[src/rtl/carga_contador_irrigacao.sv]
// Load-side controller for the irrigation countdown counter: latches a clamped setpoint,
// strobes the counter load, holds the valve open until Q hits the terminal value.
module carga_contador_irrigacao #(
  parameter int WIDTH      = 4,
  parameter int TERM       = 0,
  parameter int MAX_PRESET = 4,
  parameter int TIMEOUT    = 31
) (
  input  logic             clock,
  input  logic             resetn,
  input  logic             start,
  input  logic             umido,
  input  logic [WIDTH-1:0] setpoint_in,
  input  logic [WIDTH-1:0] q_cnt,
  output logic [WIDTH-1:0] preset,
  output logic             botao,
  output logic             valvula,
  output logic             busy,
  output logic             done,
  output logic             erro
);

  localparam logic [2:0] S_IDLE   = 3'd0;
  localparam logic [2:0] S_LOAD   = 3'd1;
  localparam logic [2:0] S_SETTLE = 3'd2;
  localparam logic [2:0] S_RUN    = 3'd3;
  localparam logic [2:0] S_DONE   = 3'd4;
  localparam logic [2:0] S_ERRO   = 3'd5;

  localparam int             TW     = $clog2(TIMEOUT + 1);
  localparam logic [WIDTH-1:0] W_TERM = WIDTH'(TERM);
  localparam logic [WIDTH-1:0] W_MAX  = WIDTH'(MAX_PRESET);
  localparam logic [TW-1:0]    W_TMAX = TW'(TIMEOUT);

  logic [2:0]       r_state;
  logic [2:0]       w_next;
  logic             r_start_d;
  logic [TW-1:0]    r_tcnt;
  logic             w_start_ev;
  logic [WIDTH-1:0] w_sp;

  assign w_start_ev = start & ~r_start_d;
  assign w_sp       = (setpoint_in > W_MAX) ? W_MAX : setpoint_in;

  // In LOAD the preset register already holds the latched setpoint.
  always_comb begin
    w_next = r_state;
    case (r_state)
      S_IDLE:   if (w_start_ev && !umido) w_next = S_LOAD;
      S_LOAD:   w_next = (preset == W_TERM) ? S_DONE : S_SETTLE;
      S_SETTLE: w_next = S_RUN;
      S_RUN: begin
        if (q_cnt == W_TERM)      w_next = S_DONE;
        else if (umido)           w_next = S_DONE;
        else if (r_tcnt == W_TMAX) w_next = S_ERRO;
      end
      S_DONE:   w_next = S_IDLE;
      S_ERRO:   w_next = S_IDLE;
      default:  w_next = S_IDLE;
    endcase
  end

  // Outputs are registered from the next state so they line up with the state register.
  always_ff @(posedge clock or negedge resetn) begin
    if (!resetn) begin
      r_state   <= S_IDLE;
      r_start_d <= 1'b0;
      r_tcnt    <= '0;
      preset    <= '0;
      botao     <= 1'b0;
      valvula   <= 1'b0;
      busy      <= 1'b0;
      done      <= 1'b0;
      erro      <= 1'b0;
    end else begin
      r_state   <= w_next;
      r_start_d <= start;
      botao     <= (w_next == S_LOAD);
      valvula   <= (w_next == S_RUN);
      done      <= (w_next == S_DONE);
      busy      <= (w_next != S_IDLE);
      if (r_state == S_IDLE && w_next == S_LOAD) begin
        preset <= w_sp;
        erro   <= 1'b0;
        r_tcnt <= '0;
      end else if (w_next == S_ERRO) begin
        erro <= 1'b1;
      end
      if (r_state == S_RUN && w_next == S_RUN && r_tcnt != W_TMAX)
        r_tcnt <= r_tcnt + TW'(1);
    end
  end

endmodule

[config.mk]
export PLATFORM = sky130hd
export DESIGN_NAME = carga_contador_irrigacao
export DESIGN_NICKNAME = d
export VERILOG_FILES = /design/src/rtl/carga_contador_irrigacao.sv
export SDC_FILE = /design/constraint.sdc
export NUM_CORES = 1
export LEC_CHECK = 0
export CORE_MARGIN = 2
export CORE_UTILIZATION = 50
export CTS_CLUSTER_SIZE = 10
export DETAILED_ROUTE_END_ITERATION = 16
export DONT_BUFFER_PORTS = 1
export GPL_TIMING_DRIVEN = 0
export PLACE_DENSITY = 0.61
export SKIP_CTS_REPAIR_TIMING = 1
export SYNTH_ARGS = -nofsm -noshare
export SYNTH_HDL_FRONTEND = slang
export SYNTH_SLANG_ARGS = --single-unit
[constraint.sdc]
create_clock -name clock -period 3.32 [get_ports clock]
set_clock_uncertainty 0.1 [all_clocks]
set_input_delay 0.498 -clock clock [delete_from_list [all_inputs] [get_ports clock]]
set_output_delay 0.498 -clock clock [all_outputs]
set_load 0.03 [all_outputs]
==> metrics.yaml <==
crit_path_cell_trace: "ha_1, and3_1, ha_1, or3b_1, or4_1, buf_2, nand3_1, o311ai_2"
synthToLayoutAreaGrowth_pct: 8.535
biggest_area_consumer_among_synthesized_cells: "dfrtp_1"
clk_transition_reported_paths_ns: 0.10
tritoncts: "yes"
final-max-slew-violation-count: 0
clock_path_buffers: 2
power.density_cell_area_nw_per_um2: 806.1
wirelength_mm: 1.325
outcome: "complete, no violations"
netlist_top_cells_count: "dfrtp_1 (18), nor2_1 (8), o21ai_0 (7)"
critical_path_s_top_delay_family: "simple AND/OR/NAND/NOR gates"
grt_setup_unrepaired: "false"
synth.net_count: 89
post-route-drc-count: 0
peak_fanout_along_the_critical_path: 10
critical_path_buf_inv_count: 1
cts_made_buffers: 3
synth_edf_count: 0
grt_usage: 0.1611
yosysMostFrequentCell: "dfrtp_1"
multi_input_area_um2: 284.0
synth.avg_cell_area_um2: 10.36
r2r_start: "r_tcnt[0]"
post-place-ws_ns: 0.8685
final-setup-viol-count: 0
async_flop_share: 1.000
grt.overflow.total: 0
register_area_um2: 450.4
grt_first_pass_wirelength_mm: 2.242
synth_warnings: 0
cap_violations: 0
num-nets-final: 95
final_min_period_over_clock_period: 0.7417
critical-path-max-stage-delay_ns: 0.43
via_count: 555
max_freq_mhz: 406.1
num_antenna_cells: 0
detailedPlacementHpwl_um: 976.9
power_leakage_nw: 0.3981
average_vias_per_placed_instance: 5.781
distinct_cells_synth: 23
worstSkewPairLatency_ns: 0.29
fp.coreArea_um2: 1489
worstSetupStartpointType: "flip-flop"
crit_required_ns: 3.39
clock-root-buffer: "clkbuf_4"
top_level_ports: 21
cp_slowest_cell: "or4_1"
antenna_found_initial: 0
setup.worst_path.end_class: "flip-flop"
critPathMostFrequentCell: "ha_1"
gp_congestion: 0.7879
maximum_number_of_pins_on_one_net_before_global_route_repair: 19
buffer_ports.inserted: 0
synth_top_flop_cell: "dfrtp_1"
worst-slew-pin-transition_ns: 0.7869
type_of_the_worst_setup_path: "reg -> reg"
synth_largest_type_area_fraction: 0.5797
ir_drop_mv: 0.5464
drive_above_1_share: 0.1000
relative_slew_margins: 0.4737
chipHeight_um: 43.42
start_util: 0.5218
n_fill_cell: 138
wire_per_inst_um: 13.80
critical_path.startpoint: "r_tcnt[0]"
cts_num_sinks: 18
worstHoldStart: "start"
fp-row-count: 14
ctsHtreeMaxLevel: 1
drt_first_iter_violations: 11
die_x_um: 43.42
netlist_instances: 75
synth_sequential_area_ratio: 0.5797
drt_first_pass_iters: 2
layout_min_cycle_time_ns: 2.463
synth-seq-cells: 18
setup-tns-final_ns: 0
critPathArrivalTime_ns: 2.53
synth.cell_area_um2: 777.0
p_total_w: 0.0006798
worst_hold_path_type: "in -> reg"
ant_nets: 0
synth_area_leaders: "dfrtp_1 (58%), o21ai_0 (4.5%), nand3_1 (3.9%)"
die-area_um2: 1885
final_hold_viol_count: 0
post-route-worst-setup-slack_ns: 0.8575
vias_in_the_first_global_route: 520
[report_power, final]
| group | internal, W | leakage, nW | switching, W | total [W] |
|---|---|---|---|---|
| Clock | 0.0000668 | 0.0210 | 0.0000653 | 0.000132 |
| Combinational | 0.0000563 | 0.141 | 0.0000833 | 0.000140 |
| Sequential | 0.000284 | 0.236 | 0.000125 | 0.000408 |
[registers in the layout, summed over array words and instances, names as in the netlist]
signal and cells:
valvula 1, r_tcnt 5, r_state 3, done 1
r_start_d 1, preset 4, botao 1, erro 1
busy 1
[cells by family (layout without fill, tap and decap cells)]
group           Yosys count  count (layout)  synth area share
simple gates             32              32            0.2110
flops                    18              18            0.5797
compound gates           14              14            0.1224
buf+inv                   9              14           0.05474
fa+ha+maj                 2               2           0.03220
[cell type report]
class	instances	share of cell area
Sequential cell	18	0.5341
Multi-Input combinational cell	48	0.3368
Clock buffer	4	0.04303
Inverter	6	0.02671
Buffer	3	0.02374
Tap cell	16	0.02374
Timing Repair Buffer	1	0.01187
[metal layers]
layer | vias up | global-route usage | share of wire
met3 | 2 | 0.04167 | 0.059
met1 | 262 | 0.2180 | 0.48
met4 | 0 | 0.07273 | 0.011
li1 | 272 | - | -
met2 | 19 | 0.2448 | 0.45
met5 | - | 0 | 0
[metrics by stage]
stage	hold slack, ns	util	cell area [µm²]	cells
5_1_grt	0.1015	0.5664	843.3	96
2_1_floorplan	0.1024	-	777.0	75
3_3_place_gp	0.1027	0.5353	797.0	91
3_5_place_dp	0.1028	0.5353	797.0	91
4_1_cts	-0.2242	0.5597	833.3	95
6_report	0.1252	0.5664	843.3	96
[final timing paths]
path                               to  slack [ns]  cells past startpoint
setup / recovery            r_tcnt[2]        0.86                      8
hold / removal              r_start_d        0.13                      0
setup reg to reg            r_tcnt[2]        0.86                      8
hold reg to reg             r_tcnt[4]        0.42                      2
max in group asynchronous  r_state[2]        2.00                      1
min in group asynchronous        busy        0.62                      1
[layout by cell type (no fill, tap or decap)]
master / netlist / final
a21oi_1: 3 / 3
a31oi_1: 1 / 1
a32o_1: 1 / 1
and2_1: 1 / 1
and3_1: 1 / 1
buf_2: 1 / 1
buf_6: 1 / 1
clkbuf_1: 1 / 1
clkbuf_4: 0 / 3
clkbuf_8: 0 / 1
dfrtp_1: 18 / 18
dlygate4sd3_1: 0 / 1
ha_1: 2 / 2
inv_1: 6 / 6
nand2_1: 6 / 6
nand3_1: 6 / 6
nand4_1: 1 / 1
nor2_1: 8 / 8
nor3_1: 1 / 1
nor4_1: 2 / 2
o211ai_2: 1 / 1
o21ai_0: 7 / 7
o311ai_2: 1 / 1
or3_1: 2 / 2
or3b_1: 2 / 2
or4_1: 2 / 2
(Power assumes the default switching activity.)
==> variant 1, RTL diff (same settings) <==
Reset style: synchronous (`resetn`), changed in one clocked block.
--- a/src/rtl/carga_contador_irrigacao.sv
+++ b/src/rtl/carga_contador_irrigacao.sv
@@ -62,5 +62,5 @@
 
   // Outputs are registered from the next state so they line up with the state register.
-  always_ff @(posedge clock or negedge resetn) begin
+  always_ff @(posedge clock) begin
     if (!resetn) begin
       r_state   <= S_IDLE;
Formal check against the unedited RTL: differs if resetn is asserted again (counterexample within 4 cycles, from zero or initial values and one cycle with resetn low); with resetn held inactive, the same outputs for 10 cycles.
==> variant 1 against the unedited design <==
- synthesized area decreased by 6.4%
- final area decreased by 7.3%
- routed wire length increased by 0.30%
- sequential cell count unchanged
- critical path depth decreased by 1
- worst setup slack improved by 72 ps
- count of clock-buffer cells in the layout unchanged
- sequential share of layout area decreased by 7.3 points
Power is not compared: it rests on default switching activity, and its combinational part moved more than twofold at a synthesized area within 25%.
==> variant 1: results (changes against the unedited design) <==
Outcome:
- The run finished with clean final reports.

Synth:
- The share of the yosys chip area belonging to registers is 49.6% (-8.4 points).
- The share of async-settable or async-resettable flops after synthesis is 0% (-100 points).
- The synthesized area per cell was 9.32 µm² (-10%).
- Ranked by instance count, the synthesized netlist is headed by sky130_fd_sc_hd__dfxtp_1, sky130_fd_sc_hd__nand2_1, sky130_fd_sc_hd__nor2_1.
- After synthesis, the cell types taking the most area are sky130_fd_sc_hd__dfxtp_1, sky130_fd_sc_hd__nand3_1, sky130_fd_sc_hd__a21boi_0, sky130_fd_sc_hd__nand2_1, sky130_fd_sc_hd__nor2_1.
- The count of distinct cell types in the synthesized netlist was 28 (+22%).

Critical path:
- In this run the critical register-to-register path is launched from r_tcnt[0].
- The logic depth of the worst register-to-register path is 7 (-1).
- The worst setup path endpoint is r_tcnt[3].
- The slowest stage of the critical path is the sky130_fd_sc_hd__or3_4 cell.
- The startpoint of the most critical setup path is r_tcnt[0].
- The slack of the worst reg-to-reg path was 930 ps (+70 ps).
- The endpoint of the worst-slack reg-to-reg timing path is r_tcnt[3].

Layout:
- The number of nets at the end of the flow is 97 (+2.1%).
- The fraction of layout instances using a drive strength above 1 was 8.54% (-1.5 points).

Detailed routing:
- The number of optimization iterations in the first detailed-route pass is 4 (+2).
- The number of violations reported at the end of detailed-routing iteration 0 came to 3 (-8).

Placed design:
- The instance count after placement with tap cells included is 93 (+2.2%).
- The HPWL after detailed placement was 989 µm (+1.3%).
- The weighted congestion at the end of routability-driven global placement came to 0.790 (+0.24%).

Global route:
- The number of global-route vias before repair is 558 (+7.3%).
- The largest net degree at the start of global routing is 11 (-8).
- The global routing usage on met2 is 27.2% (+2.7 points).
- The met1 usage in global routing is 21.0% (-0.84 points).

Timing:
- The worst slew slack as a fraction of its limit is 59.1% (+12 points).
- The final hold slack is 214 ps (+88.6 ps).

Hold path:
- The endpoint of the worst hold-timing path is r_start_d.
==> variant 1: cell count changes after synthesis, sizes merged, moves of 2 or more <==
cell / unedited run / this run
dfrtp: 18 / 0
dfxtp: 0 / 18
inv: 6 / 1
o21ai: 7 / 2
a21boi: 0 / 4
and3: 1 / 4
nand2b: 0 / 3
buf: 2 / 0
nand2: 6 / 8
nor3: 1 / 3
or4: 2 / 0
==> variant 1: logic make-up after synthesis <==
family,after synthesis,synth area share [%]
flops,18,49.6
compound gates,12,12.0
mux,1,1.38
fa+ha+maj,2,3.44
buf+inv,2,1.03
simple gates,43,32.5
==> variant 1: area by class of cell <==
cell class | count | area, µm²
clock buffers | 4 | 36.3
inverters | 1 | 3.75
well taps | 15 | 18.8
multi-input cells | 58 | 359
plain buffers | 1 | 3.75
flip-flops and latches | 18 | 360
fillers | 133 | 552
==> variant 1: routing by layer <==
layer / vias up / share of wire [%]
met2: 11 / 48
met5: - / 0
met3: 2 / 4.4
li1: 287 / -
met4: 0 / 1.3
met1: 247 / 47
==> variant 2, RTL diff (config.mk and constraints unchanged) <==
Made on the original files. Change the parameter `TIMEOUT` from 31 to 62.
--- a/src/rtl/carga_contador_irrigacao.sv
+++ b/src/rtl/carga_contador_irrigacao.sv
@@ -5,5 +5,5 @@
   parameter int TERM       = 0,
   parameter int MAX_PRESET = 4,
-  parameter int TIMEOUT    = 31
+  parameter int TIMEOUT    = 62
 ) (
   input  logic             clock,
Behaviour: no difference found for any inputs over 10 cycles, from zero or initial values and one cycle with resetn low; that may be too few to reach the edited logic, so the function may still have changed.
==> variant 2 against the unedited design <==
- cell count is 5.2% higher
- power is 4.5% higher
- worst setup slack better by 680 ps
- worst hold slack worse by 1.2 ps
- routed wire length is 10% higher
- final area is 9.9% higher
- sequential cell count is 1 higher
- highest routed layer unchanged
- synthesized area is 12% higher
- die area is 11% higher
- critical path depth is 2 lower
==> variant 2: results (changes against the unedited design) <==
Layout:
- The fraction of layout instances using a drive strength above 1 came to 11.9% (+1.9 points).
- The number of cells in the finished layout apart from fillers came to 101 (+5.2%).
- The number of nets at the end of the flow came to 99 (+4.2%).
- The number of filler instances in the final layout came to 139 (+0.72%).
- In the final layout, the registers with the most flip-flops are r_tcnt (6), preset (4), r_state (3).

Timing:
- The maximum clock frequency is 562 MHz (+38%).
- The final hold slack came to 124 ps (-1.16 ps).
- The worst slew slack as a fraction of its limit is 44.5% (-2.9 points).

Critical path:
- The slack of the worst reg-to-reg path is 1540 ps (+680 ps).
- The maximum fanout encountered on the critical timing path is 7 (-3).
- The largest delay contributor family on the critical path is compound AO/OA/AOI/OAI gates.
- The arrival time of the worst setup path is 1910 ps (-620 ps).
- The cell at the slowest stage of the critical path is sky130_fd_sc_hd__dfrtp_1.

Placed design:
- The weighted congestion at the end of routability-driven global placement is 0.732 (-7.1%).
- The HPWL after detailed placement came to 1060 µm (+8.8%).
- The area after detailed placement is 890 µm² (+12%).
- The instance count after placement with tap cells included is 96 (+5.5%).

Synth:
- The count of distinct cell types in the synthesized netlist is 26 (+13%).
- After synthesis, the cell types taking the most area are sky130_fd_sc_hd__dfrtp_1, sky130_fd_sc_hd__nand2_1, sky130_fd_sc_hd__a2111oi_4, sky130_fd_sc_hd__ha_1, sky130_fd_sc_hd__nor2b_1.
- The synthesized area per cell is 11.0 µm² (+6.1%).
- The number of nets produced by synthesis is 93 (+4.5%).
- After synthesis, the most frequently instantiated cells are sky130_fd_sc_hd__dfrtp_1, sky130_fd_sc_hd__nand2_1, sky130_fd_sc_hd__inv_1, sky130_fd_sc_hd__nor2_1, sky130_fd_sc_hd__o21ai_0.
- The share of the yosys chip area belonging to registers is 54.8% (-3.2 points).

Detailed routing:
- The per-cell routed wire length is 14.4 µm (+4.7%).
- The wire length on met3 came to 106 µm (+36%).
- The total met2 wirelength after detailed routing is 628 µm (+6.3%).
- The number of violations reported at the end of detailed-routing iteration 0 is 10 (-1).

Pwr:
- The static leakage is 0.470 nW (+18%).
- The proportion of power drawn by flip-flops and latches is 60.3% (+0.3 points).
- The switching share of total power is 41.8% (+1.6 points).
- The clock network power is 0.113 mW (-14%).
- The worst supply voltage drop on vdd came to 0.456 mV (-17%).
- The power share of the clock group is 15.9% (-3.5 points).

Global route:
- The largest net degree at the start of global routing is 20 (+1).
- The most heavily used metal layer in global routing is met1.
- The met1 usage in global routing is 22.6% (+0.79 points).
- The global routing usage on met2 came to 22.3% (-2.2 points).
- The met3 demand-to-capacity share in global routing came to 6.35% (+2.2 points).

Outcome:
- The run finished with clean final reports.
[variant 2: cell type report]
cell class | count | area [µm²] | share of cell area, %
multi-input combinational | 53 | 367 | 39.5
timing repair buffer | 1 | 10.0 | 1.08
clock inverter | 1 | 5.00 | 0.540
clock buffer | 3 | 22.5 | 2.43
buffer | 2 | 7.51 | 0.810
sequential | 19 | 475 | 51.3
inverter | 5 | 18.8 | 2.02
tap | 17 | 21.3 | 2.29
[variant 2: path summary, 6_finish.rpt]
check                                 end  cells after the start
max in group asynchronous       preset[1]                      1
min in group asynchronous       r_tcnt[3]                      1
worst max register to register       done                      6
worst max-delay path                 done                      6
worst min-delay path            r_start_d                      0
worst min register to register  r_tcnt[5]                      2
[variant 2: cells by family after synthesis]
family / count (synthesis) / synth area share, %
and+or+nand+nor: 29 / 17.0
DFF: 19 / 54.8
adders and majority gates: 2 / 2.88
muxes: 3 / 3.60
buffers and inverters: 7 / 3.03
AOI/OAI and AO/OA: 17 / 16.7
xor gates and xnor gates: 2 / 2.02
